### src/rtl/i2c_scl_gen_pkg.sv
// Shared definitions for the I2C SCL generator: command codes, FSM state
// encodings, sequence types and a small command-to-sequence helper.
package i2c_scl_gen_pkg;

    // Command codes presented on cmd
    localparam logic [1:0] CMD_START   = 2'b00;
    localparam logic [1:0] CMD_XFER    = 2'b01;
    localparam logic [1:0] CMD_STOP    = 2'b10;
    localparam logic [1:0] CMD_RESTART = 2'b11;

    // FSM state encodings, visible on state_out
    typedef enum logic [2:0] {
        ST_IDLE      = 3'd0,
        ST_S_HIGH    = 3'd1,
        ST_HOLD      = 3'd2,
        ST_LOW       = 3'd3,
        ST_WAIT_HIGH = 3'd4,
        ST_HIGH      = 3'd5
    } state_e;

    // Which bus sequence the LOW/WAIT_HIGH/HIGH phases belong to
    typedef enum logic [1:0] {
        SEQ_XFER    = 2'd0,
        SEQ_RESTART = 2'd1,
        SEQ_STOP    = 2'd2
    } seq_e;

    // Wait cycles after SCL release beyond which the slave is stretching
    localparam int unsigned STRETCH_MIN_WAIT = 32'd3;

    // Map a command accepted in HOLD to the sequence it starts.
    // START while the bus is owned is treated as a repeated start.
    function automatic seq_e seq_of_cmd(input logic [1:0] c);
        seq_e s;
        case (c)
            CMD_XFER: s = SEQ_XFER;
            CMD_STOP: s = SEQ_STOP;
            default:  s = SEQ_RESTART;
        endcase
        return s;
    endfunction

endpackage

### src/rtl/i2c_sync2.sv
// Generic two-flop synchroniser with a configurable reset level.
// Used for the SCL pad input; equally usable for SDA.
module i2c_sync2 #(
    parameter logic RESET_VAL = 1'b1
) (
    input  logic clk,
    input  logic rst_n,
    input  logic d_i,
    output logic q_o
);

    logic meta_q;
    logic sync_q;

    // Two-stage capture of the asynchronous pad level
    always_ff @(posedge clk or negedge rst_n) begin
        if (!rst_n) begin
            meta_q <= RESET_VAL;
            sync_q <= RESET_VAL;
        end else begin
            meta_q <= d_i;
            sync_q <= meta_q;
        end
    end

    assign q_o = sync_q;

endmodule

### src/rtl/i2c_scl_gen.sv
// Command-driven I2C SCL generator. The master FSM issues START, XFER,
// RESTART and STOP through a valid/ready handshake; this block drives the
// open-drain SCL enable, detects slave clock stretching (with an optional
// timeout) and emits mid-phase strobes that pace the SDA block.
// All outputs are registers so scl_oe cannot glitch.
module i2c_scl_gen
    import i2c_scl_gen_pkg::*;
#(
    parameter int unsigned HALF_PERIOD     = 32'd20,
    parameter int unsigned BITS_PER_XFER   = 32'd9,
    parameter int unsigned STRETCH_TIMEOUT = 32'd1000
) (
    input  logic       clk,
    input  logic       rst_n,
    input  logic       cmd_valid,
    input  logic [1:0] cmd,
    output logic       cmd_ready,
    output logic       done,
    input  logic       scl_in,
    output logic       scl_oe,
    output logic       sda_set,
    output logic       sda_sample,
    output logic [3:0] bit_idx,
    output logic [2:0] state_out,
    output logic       stretch,
    output logic       timeout
);

    // One counter serves both the half-period timer and the stretch wait,
    // so it is sized for the larger of the two limits.
    localparam int unsigned CNT_MAX = (HALF_PERIOD > STRETCH_TIMEOUT) ? HALF_PERIOD : STRETCH_TIMEOUT;
    localparam int unsigned CNT_W   = $clog2(CNT_MAX + 32'd1);

    typedef logic [CNT_W-1:0] cnt_t;

    localparam cnt_t       HP_LAST  = cnt_t'(HALF_PERIOD - 32'd1);
    localparam cnt_t       HP_MID   = cnt_t'(HALF_PERIOD / 32'd2);
    localparam bit         TO_EN    = (STRETCH_TIMEOUT != 32'd0);
    localparam cnt_t       TO_LAST  = cnt_t'(TO_EN ? (STRETCH_TIMEOUT - 32'd1) : 32'd0);
    localparam cnt_t       STR_MIN  = cnt_t'(STRETCH_MIN_WAIT);
    localparam cnt_t       CNT_SAT  = {CNT_W{1'b1}};
    localparam logic [3:0] BIT_LAST = 4'(BITS_PER_XFER - 32'd1);

    state_e     state_q,      state_d;
    seq_e       seq_q,        seq_d;
    cnt_t       cnt_q,        cnt_d;
    logic [3:0] bit_idx_q,    bit_idx_d;
    logic       scl_oe_q,     scl_oe_d;
    logic       done_q,       done_d;
    logic       sda_set_q,    sda_set_d;
    logic       sda_sample_q, sda_sample_d;
    logic       stretch_q,    stretch_d;
    logic       timeout_q,    timeout_d;
    logic       cmd_ready_q,  cmd_ready_d;

    logic scl_s;
    logic accept;

    i2c_sync2 #(
        .RESET_VAL (1'b1)
    ) u_scl_sync (
        .clk   (clk),
        .rst_n (rst_n),
        .d_i   (scl_in),
        .q_o   (scl_s)
    );

    assign accept = cmd_valid & cmd_ready_q;

    // Next-state logic; outputs are decoded from the next state so that the
    // registered copies line up with state_q.
    always_comb begin
        state_d   = state_q;
        seq_d     = seq_q;
        cnt_d     = '0;
        bit_idx_d = bit_idx_q;
        timeout_d = timeout_q;
        done_d    = 1'b0;

        case (state_q)
            ST_IDLE: begin
                if (accept) begin
                    timeout_d = 1'b0;
                    if (cmd == CMD_START) begin
                        state_d = ST_S_HIGH;
                    end else begin
                        // Bus not owned: nothing to do, just acknowledge
                        done_d = 1'b1;
                    end
                end else begin
                    state_d = ST_IDLE;
                end
            end

            ST_S_HIGH: begin
                if (cnt_q == HP_LAST) begin
                    state_d = ST_HOLD;
                    done_d  = 1'b1;
                end else begin
                    cnt_d = cnt_q + cnt_t'(1);
                end
            end

            ST_HOLD: begin
                if (accept) begin
                    timeout_d = 1'b0;
                    state_d   = ST_LOW;
                    bit_idx_d = 4'd0;
                    seq_d     = seq_of_cmd(cmd);
                end else begin
                    state_d = ST_HOLD;
                end
            end

            ST_LOW: begin
                if (cnt_q == HP_LAST) begin
                    state_d = ST_WAIT_HIGH;
                end else begin
                    cnt_d = cnt_q + cnt_t'(1);
                end
            end

            ST_WAIT_HIGH: begin
                // SCL seen high wins over a timeout in the same cycle
                if (scl_s) begin
                    state_d = ST_HIGH;
                end else if (TO_EN && (cnt_q == TO_LAST)) begin
                    state_d   = ST_IDLE;
                    timeout_d = 1'b1;
                    done_d    = 1'b1;
                end else if (cnt_q != CNT_SAT) begin
                    cnt_d = cnt_q + cnt_t'(1);
                end else begin
                    cnt_d = cnt_q;
                end
            end

            ST_HIGH: begin
                if (cnt_q == HP_LAST) begin
                    case (seq_q)
                        SEQ_XFER: begin
                            if (bit_idx_q == BIT_LAST) begin
                                state_d = ST_HOLD;
                                done_d  = 1'b1;
                            end else begin
                                state_d   = ST_LOW;
                                bit_idx_d = bit_idx_q + 4'd1;
                            end
                        end
                        SEQ_RESTART: begin
                            state_d = ST_HOLD;
                            done_d  = 1'b1;
                        end
                        SEQ_STOP: begin
                            state_d = ST_IDLE;
                            done_d  = 1'b1;
                        end
                        default: begin
                            state_d = ST_IDLE;
                            done_d  = 1'b1;
                        end
                    endcase
                end else begin
                    cnt_d = cnt_q + cnt_t'(1);
                end
            end

            default: begin
                state_d = ST_IDLE;
            end
        endcase

        scl_oe_d     = (state_d == ST_HOLD) || (state_d == ST_LOW);
        cmd_ready_d  = (state_d == ST_IDLE) || (state_d == ST_HOLD);
        stretch_d    = (state_d == ST_WAIT_HIGH) && (cnt_d >= STR_MIN);
        sda_set_d    = (cnt_d == HP_MID) &&
                       ((state_d == ST_S_HIGH) || (state_d == ST_LOW) ||
                        ((state_d == ST_HIGH) && (seq_d != SEQ_XFER)));
        sda_sample_d = (cnt_d == HP_MID) && (state_d == ST_HIGH) && (seq_d == SEQ_XFER);
    end

    // State and registered outputs; reset aborts any command and releases SCL
    always_ff @(posedge clk or negedge rst_n) begin
        if (!rst_n) begin
            state_q      <= ST_IDLE;
            seq_q        <= SEQ_XFER;
            cnt_q        <= '0;
            bit_idx_q    <= 4'd0;
            scl_oe_q     <= 1'b0;
            done_q       <= 1'b0;
            sda_set_q    <= 1'b0;
            sda_sample_q <= 1'b0;
            stretch_q    <= 1'b0;
            timeout_q    <= 1'b0;
            cmd_ready_q  <= 1'b1;
        end else begin
            state_q      <= state_d;
            seq_q        <= seq_d;
            cnt_q        <= cnt_d;
            bit_idx_q    <= bit_idx_d;
            scl_oe_q     <= scl_oe_d;
            done_q       <= done_d;
            sda_set_q    <= sda_set_d;
            sda_sample_q <= sda_sample_d;
            stretch_q    <= stretch_d;
            timeout_q    <= timeout_d;
            cmd_ready_q  <= cmd_ready_d;
        end
    end

    assign cmd_ready  = cmd_ready_q;
    assign done       = done_q;
    assign scl_oe     = scl_oe_q;
    assign sda_set    = sda_set_q;
    assign sda_sample = sda_sample_q;
    assign bit_idx    = bit_idx_q;
    assign state_out  = state_q;
    assign stretch    = stretch_q;
    assign timeout    = timeout_q;

endmodule

### config.mk
export PLATFORM = sky130hd
export DESIGN_NAME = i2c_scl_gen
export DESIGN_NICKNAME = d
export VERILOG_FILES = /design/src/rtl/i2c_scl_gen_pkg.sv /design/src/rtl/i2c_sync2.sv /design/src/rtl/i2c_scl_gen.sv
export SDC_FILE = /design/constraint.sdc
export NUM_CORES = 1
export LEC_CHECK = 0
export ABC_CLOCK_PERIOD_IN_PS = 2500
export BUFFER_PORTS_ARGS = -buffer_cell sky130_fd_sc_hd__buf_2
export CORE_MARGIN = 10
export CORE_UTILIZATION = 30
export CTS_CLUSTER_DIAMETER = 40
export DETAILED_ROUTE_END_ITERATION = 7
export GPL_TIMING_DRIVEN = 0
export PLACE_DENSITY = 0.47
export SLEW_MARGIN = 20
export SYNTH_ARGS = -nofsm -noshare
export SYNTH_HDL_FRONTEND = slang
export SYNTH_SLANG_ARGS = --single-unit
export TNS_END_PERCENT = 1
### constraint.sdc
create_clock -name clk -period 2.5 [get_ports clk]
set_input_delay 0.25 -clock clk [delete_from_list [all_inputs] [get_ports clk]]
set_output_delay 0.25 -clock clk [all_outputs]
set_load 0.02 [all_outputs]
* Word-level counts from Yosys, hierarchy flattened *
Index checks and enable logic that the tools add are counted.

storage, ports and cells
  bits in registers = 28
  input port bits = 6
  word-level logic and storage cells = 100
  output and inout port bits = 14

cells by class
  $lt $le $gt $ge = 1
  equal/unequal tests = 25
  bitwise gates (word level) = 1
  reductions and logical operators = 21
  $add $sub $neg = 2
  multiplexer cells = 37

operator list
  kind                                                                                   count
  10-bit two-way mux                                                                     4
  3-bit two-way mux                                                                      7
  10-bit case mux with 2 select lines                                                    1
  3-bit case mux with 6 select lines                                                     1
  4-bit two-way mux                                                                      4
  1-bit two-way mux                                                                      13
  3-bit by 2-bit == test with 1-bit output (second input constant)                       4
  3-bit == test (second input constant)                                                  4
  2-bit inequality test (second input constant)                                          6
  10-bit by 1-bit adder with 10-bit output (second input constant)                       1
  10-bit == test (second input constant)                                                 1
  10-bit by 4-bit == test with 1-bit output (second input constant)                      1
  10-bit by 5-bit == test with 1-bit output (second input constant)                      1
  10-bit by 2-bit greater-or-equal comparator with 1-bit output (second input constant)  1
  10-bit inequality test (second input constant)                                         1
  4-bit case mux with 2 select lines                                                     1
  3-bit by 1-bit == test with 1-bit output (second input constant)                       2
  2-bit logical NOT                                                                      3
  3-bit logical NOT                                                                      2
  3-bit case mux with 2 select lines                                                     1
  2-bit nonzero test                                                                     3
  1-bit logical AND                                                                      5
  5-bit AND reduction                                                                    1
  4-bit by 1-bit adder with 4-bit output (second input constant)                         1
  13 further kinds                                                                       18

* Longest topological paths before layout *
  depth in word-level cells = 9
  mapped depth = 8
  mapped depth without buffers = 8

* Hierarchy *
A second synthesis with hierarchy kept.

second synthesis, totals
  cell total of the unflattened synthesis = 180
  area total of the unflattened synthesis = 1722.9 sq um

by module, submodules not included
  module       cells each  instances  area an instance (sq um)
  i2c_scl_gen  178         1          1670.4
  i2c_sync2    2           1          52.6

* Worst setup path before layout *
Ideal clock, no wire load.

  path type = register to register
  start point = register cnt_q[0]
  end point = register bit_idx_q[1], in the netlist bit_idx[1]
  cell stages (with the launch flop) = 7
  period minus slack after synthesis = 1928 ps
  buffers on the path = 1
  setup slack = 572 ps
  data required time = 2396 ps
  arrival = 1825 ps
  cell sequence = dfrtp_1 > ha_1 > buf_2 > nor4bb_1 > nand4b_1 > or3b_4 > o41ai_2

between the ends
  cells in the longest elaborated chain, start to end = 3

RTL lines
  element                                    line                text
  start, declared                            i2c_scl_gen.sv:46   cnt_t cnt_q, cnt_d;
  start signal, assigned                     i2c_scl_gen.sv:199  cnt_q <= cnt_d;
  10-bit by 5-bit == test with 1-bit output  i2c_scl_gen.sv:139  if (cnt_q == HP_LAST) begin
  2-bit inequality test (no line)            -
  5-bit AND reduction (no line)              -
  end signal, assigned                       i2c_scl_gen.sv:200  bit_idx_q <= bit_idx_d;
  end, declared                              i2c_scl_gen.sv:47   logic [3:0] bit_idx_q, bit_idx_d;

Every way passes these cells.
A chain may end at the register's enable or synchronous reset.

* Worst setup path in the final report *
  start point = register cnt_q[0]
  end point = register stretch_q, in the netlist stretch

between the ends
  cells in the longest elaborated chain, start to end = 7
  elaborated cells on any way between the ends = 18
  classes of those cells = add/sub (1); order compare (1); eq/ne (4); mux (11); reduce/logical (1)

RTL lines
  element                                                                             line                text
  10-bit by 1-bit adder with 10-bit output or 10-bit inequality test (tied branches)  -
  10-bit two-way mux                                                                  i2c_scl_gen.sv:131  end else if (cnt_q != CNT_SAT) begin
  10-bit two-way mux                                                                  i2c_scl_gen.sv:127  end else if (TO_EN && (cnt_q == TO_LAST)) begin
  10-bit two-way mux                                                                  i2c_scl_gen.sv:125  if (scl_s) begin
  10-bit case mux with 2 select lines                                                 i2c_scl_gen.sv:80   case (state_q)
  10-bit by 2-bit greater-or-equal comparator with 1-bit output                       i2c_scl_gen.sv:175  stretch_d = (state_d == ST_WAIT_HIGH) && (cnt_d >= STR_MIN);
  1-bit logical AND *                                                                 i2c_scl_gen.sv:175
  named net stretch_d                                                                 i2c_scl_gen.sv:52   logic stretch_q, stretch_d;
  end signal, assigned                                                                i2c_scl_gen.sv:205  stretch_q <= stretch_d;
  end, declared                                                                       i2c_scl_gen.sv:52

Mark *: on every way through the listed nets, which the timed path passes. The rest lies on a longest branch.

==> results.json <==
{
  "grt_use_total_pct": 9.44,
  "ant_nets": 0,
  "clkPwrFrac_pct": 28.8,
  "cts_hold_buf": 0,
  "globalplace.congestion": 0.727,
  "die_w_um": 94.9,
  "seq_area_um2": 704,
  "worst-path-max-fanout": 10,
  "combPwrFrac_pct": 29.2,
  "grt_pass1_wl_mm": 6.81,
  "avgSynthCellArea_um2": 9.56,
  "dieArea_um2": 9010,
  "fmax_mhz": 437,
  "setup_viol": 0,
  "hpwl_mm": 2.91,
  "use_met3_pct": 1.90,
  "clock_latency_ns": 0.28,
  "syn_inst": 176,
  "clock-sinks": 28,
  "synthArstFlopShare_pct": 100,
  "initial_core_util_pct": 30.7,
  "drive_gt1_share_pct": 25.1,
  "worstHoldPathType": "input port to async pin",
  "setup.worst_path.start": "cnt_q[0]",
  "skew_ns": 0.0115,
  "antenna_found_initial": 0,
  "core_um2": 5470,
  "seqPwrFrac_pct": 41.9,
  "fin_tns_setup_ns": 0,
  "finalWirelength_mm": 3.91,
  "internal_power_mw": 0.870,
  "instances_no_fill": 271,
  "syn_to_final_growth_pct": 15.2,
  "drc_errors": 0,
  "multi_input_area_um2": 881,
  "critPathCapture": "stretch",
  "max_slew.worst_pin.slew_ns": 0.644,
  "maxCapViolCount": 0,
  "slew-limit-headroom_pct": 57.1,
  "rr_startpoint": "cnt_q[0]",
  "r2r_slack_ns": 0.21,
  "first_iter_violations": 54,
  "cts-root-buf": "clkbuf_8",
  "worst_ir_drop_vdd_uv": 322,
  "finalHoldViolations": 25,
  "num_vias": 1323,
  "rr_endpoint": "stretch",
  "status": "finished with violations",
  "ys_seq_elements": 28,
  "crit_type": "flop to flop",
  "rows": 27,
  "finish.utilization_pct": 35.4,
  "synthFlopType": "dfrtp_1",
  "met1_usage_pct": 13.1,
  "r2r_cells": 7,
  "vias_per_cell": 4.88,
  "worst_path_largest_cell_delay_ns": 0.48,
  "clk_pin_slew_ns": 0.11,
  "portBuffers": 19,
  "first_pass_iters": 4,
  "p_switching_mw": 0.398,
  "wl_per_cell_um": 14.4,
  "htreeDepth": 1,
  "syn_nets": 187,
  "whs_ns": -0.0183,
  "synth.distinct_cells": 48,
  "cp_slowest_cell": "nor2_1",
  "clockBufferDepth": 2,
  "grt-ovfl-total": 0,
  "grt_max_degree": 29,
  "switching_share_pct": 31.4,
  "finalCriticalPeriod_ns": 2.29,
  "violations": "negative hold slack",
  "pre_cts_ws_ns": 0.226,
  "cts_setup_buffers": 0,
  "rsz0062_at_grt": "no",
  "arrival_ns": 2.47,
  "start_kind": "flop",
  "use_met2_pct": 14.3,
  "grt_pass1_vias": 1371,
  "crit_chain": "ha_1, buf_2, and4bb_2, a31oi_1, nor2_1, a31oi_2, o311a_1",
  "syn_area_um2": 1680,
  "end_kind": "flop",
  "crit_required_ns": 2.68,
  "busiest_layer": "met2",
  "cellPowerDensity_nw_per_um2": 654,
  "yosysSeqAreaShare_pct": 41.9,
  "leakage_nw": 0.915,
  "synth-edff-count": 0,
  "cts_buffers": 3,
  "dp_cells": 267,
  "final.setup.worst_slack_ns": 0.210,
  "nNetsFinal": 211,
  "ios": 20,
  "cts_tree": "yes",
  "fin_crit_sh_pct": 91.6,
  "diodes": 0,
  "die_h_um": 94.9,
  "fill_cells": 591,
  "yosysWarnings": 0,
  "cts-resized-gates": 0,
  "slew_viol_final": 0
}
-- how the worst min path moves through the flow --
stage | start | endpoint | slack, ns | cells after the start
floorplan | rst_n | bit_idx[0] | -0.05 | 0
global placement | rst_n | cnt_q[6] | 0.34 | 1
CTS | rst_n | cnt_q[7] | 0.008 | 1
global route | rst_n | cnt_q[7] | 0.03 | 1
detailed placement | rst_n | scl_oe | 0.33 | 1
finish | rst_n | cnt_q[7] | -0.02 | 1
-- synthesized netlist by cell type (all sizes together) (2+ instances only) --
library cell / number / area (um^2)
a211oi: 2 / 15.0
a21o: 3 / 23.8
a21oi: 7 / 35.0
a31oi: 3 / 25.0
and3: 2 / 12.5
and4: 3 / 28.8
buf: 8 / 60.1
clkbuf: 2 / 7.51
dfrtp: 25 / 626
dfstp: 3 / 78.8
ha: 5 / 62.6
inv: 8 / 30.0
nand2: 15 / 56.3
nand2b: 4 / 25.0
nand3: 9 / 45.0
nand3b: 4 / 30.0
nand4: 4 / 25.0
nor2: 17 / 63.8
nor3: 4 / 20.0
nor4: 4 / 55.1
nor4bb: 2 / 20.0
o21ai: 11 / 55.1
or2: 2 / 12.5
xnor2: 8 / 70.1
xor2: 5 / 43.8
-- area by class of cell --
type	instances	area share (%)
buffer	10	3.48
clock buffer	3	2.13
clock inverter	1	1.55
inverter	8	1.55
multi-input combinational	130	45.4
sequential	28	36.3
tap	72	4.65
timing repair buffer	19	4.90
-- routing by layer --
layer / part of all wire [%] / up-vias
met5: 0 / -
met4: 0.64 / 0
met3: 2.9 / 2
met2: 44 / 16
met1: 53 / 636
li1: - / 669
-- layout by cell type, fill, tap and decap left out, types with 2 or more instances in the layout --
master	n
nand2_1	15
buf_4	3
a31oi_1	2
and3_1	2
xnor2_1	8
nor4_4	2
or2_2	2
nor4_1	2
a21oi_1	7
xor2_1	5
nor4bb_1	2
nand3b_1	4
a21o_1	2
nand3_1	9
buf_6	2
buf_2	22
clkbuf_1	2
nor3_1	4
dfrtp_1	25
inv_1	8
ha_1	5
o21ai_0	10
nor2_1	17
nand2b_1	4
nand4_1	4
dfstp_2	3
clkbuf_8	3
a211oi_1	2
and4_2	2
-- cell families (layout without fill, tap and decap cells) --
kind of cell / Yosys count / after routing / share of synthesized area (%)
XOR/XNOR: 13 / 13 / 6.77
AND/OR/NAND/NOR: 77 / 77 / 27.4
AO/OA/AOI/OAI: 35 / 35 / 14.5
buffers and inverters: 18 / 41 / 5.80
adder cells (fa/ha/maj): 5 / 5 / 3.72
flip-flops: 28 / 28 / 41.9
-- power by group through the flow --
stage	Sequential, mW	Combinational, mW	Clock, mW
after global placement	0.540	0.371	0
after detailed placement	0.540	0.373	0
final	0.532	0.371	0.366
after CTS	0.532	0.375	0.378
after floorplan	0.557	0.254	0
after global routing	0.538	0.416	0.395
-- registers in the layout, indices dropped and copies added, names as in the netlist, 2 cells and up --
signal and cells:
bit_idx 4, cnt_q 10, seq_q 2, state_out 3
-- worst max-delay path, delay by kind of cell (launching register included) --
family	cells	cell delay, ns
AO/OA/AOI/OAI	3	0.68
buffers and inverters	1	0.20
adder cells (fa/ha/maj)	1	0.15
flip-flops	1	0.41
AND/OR/NAND/NOR	2	0.74
-- metrics by stage --
stage	instance area [um^2]	power (mW)
floorplan	1680	0.811
global placement	1870	0.911
detailed placement	1870	0.913
CTS	1940	1.28
global route	1940	1.35
finish	1940	1.27
Note: power is estimated with default switching activity, not from simulation.
